<file path="src/rtl/pipe_trace_buffer.sv">
// Instruction-trace capture: classifies one pipeline stage's PC/instruction per cycle into a timestamped circular buffer.
// Latency: a sample at edge N is visible in status/counters after edge N; rd_data/rd_valid register one edge after rd_en.
// Backpressure: none toward the pipeline; when full it either freezes (wrap_mode=0) or overwrites the oldest entry (wrap_mode=1).
//
// Ports:
//   clk, rst          clock, synchronous active-high reset
//   start, stop       capture control pulses (start wins when both are high)
//   trig_en, trig_pc  arm on start and wait for trig_pc before recording
//   wrap_mode         1 = overwrite oldest when full, 0 = freeze when full
//   stall, bubble     sampled-stage qualifiers; stalled cycles are not recorded
//   pc, instr         sampled-stage PC and instruction word
//   rd_en             pop one entry; rd_data = {timestamp, pc, class}, rd_valid pulses per pop
//   empty, full       buffer status; overflow is sticky after an overwrite
//   state             0 IDLE, 1 ARMED, 2 CAPTURE, 3 FROZEN
//   *_cnt             saturating performance counters
module pipe_trace_buffer #(
    parameter int PC_W  = 32,
    parameter int TS_W  = 16,
    parameter int DEPTH = 16,
    parameter int CNT_W = 32
) (
    input  logic                   clk,
    input  logic                   rst,
    input  logic                   start,
    input  logic                   stop,
    input  logic                   trig_en,
    input  logic [PC_W-1:0]        trig_pc,
    input  logic                   wrap_mode,
    input  logic                   stall,
    input  logic                   bubble,
    input  logic [PC_W-1:0]        pc,
    input  logic [31:0]            instr,
    input  logic                   rd_en,
    output logic [TS_W+PC_W+4:0]   rd_data,
    output logic                   rd_valid,
    output logic                   empty,
    output logic                   full,
    output logic                   overflow,
    output logic [1:0]             state,
    output logic [CNT_W-1:0]       cycle_cnt,
    output logic [CNT_W-1:0]       retired_cnt,
    output logic [CNT_W-1:0]       bubble_cnt,
    output logic [CNT_W-1:0]       nop_cnt
);

    localparam int EW = TS_W + PC_W + 5;
    localparam int AW = $clog2(DEPTH);
    localparam logic [AW:0] FULL_CNT = (AW+1)'(DEPTH);

    localparam logic [4:0] CLS_NOP     = 5'd0;
    localparam logic [4:0] CLS_BUBBLE  = 5'd1;
    localparam logic [4:0] CLS_UNKNOWN = 5'd31;

    typedef enum logic [1:0] {
        IDLE    = 2'd0,
        ARMED   = 2'd1,
        CAPTURE = 2'd2,
        FROZEN  = 2'd3
    } state_t;

    state_t          st;
    logic [EW-1:0]   mem [DEPTH];
    logic [AW-1:0]   wr_ptr;
    logic [AW-1:0]   rd_ptr;
    logic [AW:0]     count;
    logic [AW:0]     count_next;

    logic            trig_hit;
    logic            cap_cycle;
    logic            wr_req;
    logic            pop;
    logic            do_write;
    logic            overwrite;
    logic            freeze;
    logic [4:0]      cls;
    logic [EW-1:0]   wr_entry;

    function automatic logic [4:0] classify(input logic bub, input logic [31:0] w);
        logic [4:0] c;
        c = CLS_UNKNOWN;
        if (bub) begin
            c = CLS_BUBBLE;
        end else if (w == 32'd0) begin
            c = CLS_NOP;
        end else begin
            case (w[31:26])
                6'd0: begin
                    case (w[5:0])
                        6'd32:   c = 5'd2;   // ADD
                        6'd34:   c = 5'd3;   // SUB
                        6'd36:   c = 5'd4;   // AND
                        6'd37:   c = 5'd5;   // OR
                        6'd42:   c = 5'd6;   // SLT
                        6'd25:   c = 5'd7;   // MULTU
                        6'd16:   c = 5'd8;   // MFHI
                        6'd18:   c = 5'd9;   // MFLO
                        6'd0:    c = 5'd10;  // SLL (non-zero word, so not a NOP)
                        default: c = CLS_UNKNOWN;
                    endcase
                end
                6'd35:   c = 5'd11;  // LW
                6'd43:   c = 5'd12;  // SW
                6'd4:    c = 5'd13;  // BEQ
                6'd3:    c = 5'd14;  // JAL
                6'd2:    c = 5'd15;  // J
                6'd9:    c = 5'd16;  // ADDIU
                default: c = CLS_UNKNOWN;
            endcase
        end
        return c;
    endfunction

    function automatic logic [CNT_W-1:0] sat_inc(input logic [CNT_W-1:0] v);
        return (&v) ? v : v + CNT_W'(1);
    endfunction

    assign state = st;
    assign empty = (count == '0);
    assign full  = (count == FULL_CNT);

    always_comb begin
        // The trigger-match cycle behaves exactly like the first CAPTURE cycle.
        trig_hit  = (st == ARMED) && !stall && (pc == trig_pc);
        cap_cycle = !start && !stop && ((st == CAPTURE) || trig_hit);
        wr_req    = cap_cycle && !stall;
        // A start cycle clears the buffer, so any read on it is dropped.
        pop       = rd_en && !empty && !start;
        do_write  = wr_req && (!full || pop || wrap_mode);
        overwrite = do_write && !pop && full;
        cls       = classify(bubble, instr);
        wr_entry  = {cycle_cnt[TS_W-1:0], pc, cls};

        count_next = count;
        if (do_write && !pop && !overwrite) begin
            count_next = count + (AW+1)'(1);
        end else if (!do_write && pop) begin
            count_next = count - (AW+1)'(1);
        end

        freeze = do_write && !wrap_mode && (count_next == FULL_CNT);
    end

    // Storage has no reset; validity is tracked purely by the pointers and count.
    always_ff @(posedge clk) begin
        if (do_write) begin
            mem[wr_ptr] <= wr_entry;
        end
    end

    always_ff @(posedge clk) begin
        if (rst) begin
            st          <= IDLE;
            wr_ptr      <= '0;
            rd_ptr      <= '0;
            count       <= '0;
            overflow    <= 1'b0;
            rd_valid    <= 1'b0;
            rd_data     <= '0;
            cycle_cnt   <= '0;
            retired_cnt <= '0;
            bubble_cnt  <= '0;
            nop_cnt     <= '0;
        end else if (start) begin
            st          <= trig_en ? ARMED : CAPTURE;
            wr_ptr      <= '0;
            rd_ptr      <= '0;
            count       <= '0;
            overflow    <= 1'b0;
            rd_valid    <= 1'b0;
            cycle_cnt   <= '0;
            retired_cnt <= '0;
            bubble_cnt  <= '0;
            nop_cnt     <= '0;
        end else begin
            rd_valid <= pop;
            if (pop) begin
                rd_data <= mem[rd_ptr];
            end

            if (do_write) begin
                wr_ptr <= wr_ptr + AW'(1);
            end
            // An overwrite discards the oldest entry, so the read side skips it.
            if (pop || overwrite) begin
                rd_ptr <= rd_ptr + AW'(1);
            end
            if (overwrite) begin
                overflow <= 1'b1;
            end
            count <= count_next;

            if (cap_cycle) begin
                cycle_cnt <= sat_inc(cycle_cnt);
            end
            if (do_write) begin
                if (cls == CLS_BUBBLE) begin
                    bubble_cnt <= sat_inc(bubble_cnt);
                end else if (cls == CLS_NOP) begin
                    nop_cnt <= sat_inc(nop_cnt);
                end else begin
                    retired_cnt <= sat_inc(retired_cnt);
                end
            end

            case (st)
                IDLE:    st <= IDLE;
                ARMED: begin
                    if (stop)          st <= IDLE;
                    else if (trig_hit) st <= freeze ? FROZEN : CAPTURE;
                end
                CAPTURE: begin
                    if (stop)        st <= IDLE;
                    else if (freeze) st <= FROZEN;
                end
                FROZEN: begin
                    if (stop) st <= IDLE;
                end
                default: st <= IDLE;
            endcase
        end
    end

endmodule

</file>
<file path="config.mk">
export PLATFORM = sky130hd
export DESIGN_NAME = pipe_trace_buffer
export DESIGN_NICKNAME = d
export VERILOG_FILES = /design/src/rtl/pipe_trace_buffer.sv
export SDC_FILE = /design/constraint.sdc
export NUM_CORES = 1
export LEC_CHECK = 0
export BUFFER_PORTS_ARGS = -buffer_cell sky130_fd_sc_hd__buf_2
export CAP_MARGIN = 10
export CORE_MARGIN = 5
export CORE_UTILIZATION = 50
export CTS_CLUSTER_DIAMETER = 100
export DETAILED_ROUTE_END_ITERATION = 6
export HOLD_SLACK_MARGIN = 0.08
export PLACE_DENSITY_LB_ADDON = 0.2
export REMOVE_ABC_BUFFERS = 1
export SETUP_SLACK_MARGIN = 0.05
export SLEW_MARGIN = 15
export SYNTH_ARGS = -nofsm -noshare
export SYNTH_HDL_FRONTEND = slang
export SYNTH_SLANG_ARGS = --single-unit
</file>
<file path="constraint.sdc">
create_clock -name clk -period 8.1 [get_ports clk]
set_input_delay 0.81 -clock clk [delete_from_list [all_inputs] [get_ports clk]]
set_output_delay 0.81 -clock clk [all_outputs]
set_load 0.005 [all_outputs]
</file>
==> results.cfg <==
[floorplan]
start_util_pct = 50.6
die-width_um = 298
die_h_um = 298
core_area_um2 = 82200
io-pin-count = 292
dieArea_um2 = 89000
row_count = 105

[global_route]
globalRouteOverflowTotal = 0
grt_antenna_before_repair = 8
grt_max_degree = 107
track_usage_pct = 21.4
grt_pass1_vias = 23600
grt_pass1_wl_um = 146000

[cts]
cts_tree = built
clock-root-buffer = clkbuf_16
htreeDepth = 3
cts_buffers = 107
cts.path.max_buffers = 3
clock-sinks = 1046
cts.clk_slew.worst_paths_ns = 0.06
cts.repair.resized = 0
clk-insertion-delay-late_ns = 0.65
post_cts.repair.setup_buffers = 0
hold_buffers = 0

[finish]
layout-drive-gt1-share_pct = 29.0
area_delta_synth_final_pct = 15.5
fin_nets = 2834
final_area_um2 = 48000
seqCellArea_um2 = 29400
fillCellCount = 6119
instances_no_fill = 3877
multi_input_area_um2 = 11600

[route]
drt_iter0_drc = 1582
via_count = 22800
routed_wl_um = 96600
post-route-drc-count = 0
routed_via_density = 5.88
firstDrtPassIters = 5
drtAntennaViolNets = 0
wl_per_cell_um = 24.9

[pwr]
combPwrFrac_pct = 1.7
switchingPower_uw = 2150
p_leak_uw = 0.0157
clock_power_share_pct = 46.2
p_int_uw = 8940
power_density_nw_per_um2 = 231
swShare_pct = 19.4
seq_power_share_pct = 52.2
peakVddDrop_mv = 0.158

[place]
dp_slack_ns = 2.84
port-buffer-count = 291
dpl.hpwl_um = 57300
place_area_um2 = 44300
place_congestion = 0.835
placedCellCount = 3675

[sta]
rsz0062_at_grt = no
finalCritPeriodShare_pct = 55.5
fin_hold_ws_ns = 0.451
setup_viol = 0
slew_viol_final = 0
finalCriticalPeriod_ns = 4.49
slew_headroom_pct = 26.9
worstMarginPinSlew_ns = 1.10
setup_slack_ns = 3.61
final-hold-violation-count = 0
finalSetupTns_ns = 0
fin_skew_ns = 0.0213
max_freq_mhz = 223

[flow_run]
cap_violations = 0

[synthesis]
synth_edf_count = 848
post_synth_inst_count = 2396
netlist-cell-type-count = 73
seq_area_frac_synth_pct = 70.8
syn-cell-area_um2 = 41600
async_reset_ff_share_pct = 0
synth_flop_cell = edfxtp_1
ys_warn_count = 0
synth-seq-cells = 1046
syn_area_per_cell_um2 = 17.4

[critical_path]
cp.arrival_ns = 4.77
startpoint_type = primary input
path_class = in -> reg
crit_path_end_kind = register
critical_path_required_ns = 8.38
crit_path_max_fanout = 30

[min_path]
hold_path.class = reg -> reg

[status]
outcome = finished, final reports clean
[flip-flops by register name, summed over array words and instances (netlist names)]
signal,flops
mem,848
rd_data,53
bubble_cnt,32
cycle_cnt,32
nop_cnt,32
retired_cnt,32
count,5
rd_ptr,4
wr_ptr,4
state,2
overflow,1
rd_valid,1
[worst paths after layout]
| check | start | end | slack [ns] | cells after the start |
|---|---|---|---|---|
| min | rd_data[32] | rd_data[32] | 0.45 | 2 |
| max | pc[8] | mem[6][16] | 3.61 | 10 |
| max reg2reg | state[0] | mem[6][16] | 4.16 | 9 |
| min reg2reg | rd_data[32] | rd_data[32] | 0.45 | 2 |
[area by class of cell]
cell class                      count  share of cell area (%)
Antenna cell                        3                  0.0156
Clock buffer                      124                    5.80
Clock inverter                     75                    1.91
Inverter                           42                   0.328
Multi-Input combinational cell   1190                    24.2
Sequential cell                  1046                    61.3
Tap cell                         1070                    2.79
Timing Repair Buffer              327                    3.62
[layer usage]
layer / global-route usage, % / routed length (µm)
met1: 28.7 / 39300
met2: 36.3 / 48400
met3: 4.61 / 6720
met4: 5.56 / 2100
met5: 0 / 35
[cells in the mapped netlist (all sizes together), types with 3 or more instances]
| library cell | number | share of area, % |
|---|---|---|
| edfxtp | 848 | 61 |
| mux4 | 265 | 14 |
| dfxtp | 198 | 9.5 |
| nand2 | 159 | 1.4 |
| nor2 | 153 | 1.4 |
| a21oi | 100 | 1.2 |
| xnor2 | 88 | 1.9 |
| clkbuf | 71 | 0.66 |
| nand4 | 51 | 0.81 |
| nand3 | 48 | 0.59 |
| buf | 47 | 0.54 |
| xor2 | 46 | 0.97 |
| nor3 | 43 | 0.54 |
| inv | 42 | 0.38 |
| or3 | 42 | 0.65 |
| o21ai | 41 | 0.49 |
| nor4 | 29 | 0.76 |
| and3 | 16 | 0.24 |
| ha | 15 | 0.45 |
| and2 | 13 | 0.20 |
| and4 | 11 | 0.23 |
| a31oi | 7 | 0.12 |
| mux2i | 7 | 0.20 |
| nand2b | 5 | 0.075 |
| a211oi | 4 | 0.072 |
| nand3b | 4 | 0.081 |
| a21o | 3 | 0.054 |
| o211ai | 3 | 0.087 |
| or2 | 3 | 0.045 |
[worst max-delay path: stages]
cell and delay [ns]:
buf_2 0.20, xnor2_1 0.44, nand4_2 0.20, nor4_4 0.65, nand4_1 0.26, a21oi_1 0.22, buf_4 0.24, nand2_1 0.26
nor2_4 0.82, buf_4 0.63
[cells by family (layout without fill, tap and decap cells)]
kind of cell	count (synthesis)	in the layout	synth area share, %
AO/OA/AOI/OAI	175	175	2.41
XOR/XNOR	134	134	2.82
adder cells (fa/ha/maj)	15	15	0.451
buffers and inverters	160	568	1.59
flip-flops	1046	1046	70.8
multiplexers	273	273	14.6
other	0	3	0
AND/OR/NAND/NOR	593	593	7.39
[layout by cell type, fill, tap and decap left out, types with 8 or more instances in the layout]
master,n
and2_1,13
bufinv_16,20
nor4_1,19
xor2_1,46
and4_1,11
clkinv_1,20
clkbuf_1,15
nor2_1,140
mux4_2,265
clkinvlp_4,10
nand3_1,47
clkinv_2,19
nor3_1,37
o21ai_0,39
and3_1,15
edfxtp_1,848
clkbuf_16,109
xnor2_1,88
nand2_1,158
dfxtp_1,194
ha_1,15
buf_4,35
buf_2,291
nand4_1,48
or3_1,40
nor4_4,8
nor2_4,13
inv_1,42
a21oi_1,99
[power by group through the flow]
stage / logic, µW / registers, µW / clock network [µW]
finish: 186 / 5790 / 5120
global route: 203 / 5780 / 5450
CTS: 188 / 5790 / 5220
detailed placement: 188 / 5900 / 0
global placement: 180 / 5900 / 0
floorplan: 72.0 / 5910 / 0
[per-stage QoR]
step | total power (µW) | util [%]
floorplan | 5980 | -
global placement | 6080 | 53.9
detailed placement | 6090 | 53.9
CTS | 11200 | 58.4
global route | 11400 | 58.4
finish | 11100 | 58.4
Note: power is estimated with default switching activity, not from simulation.
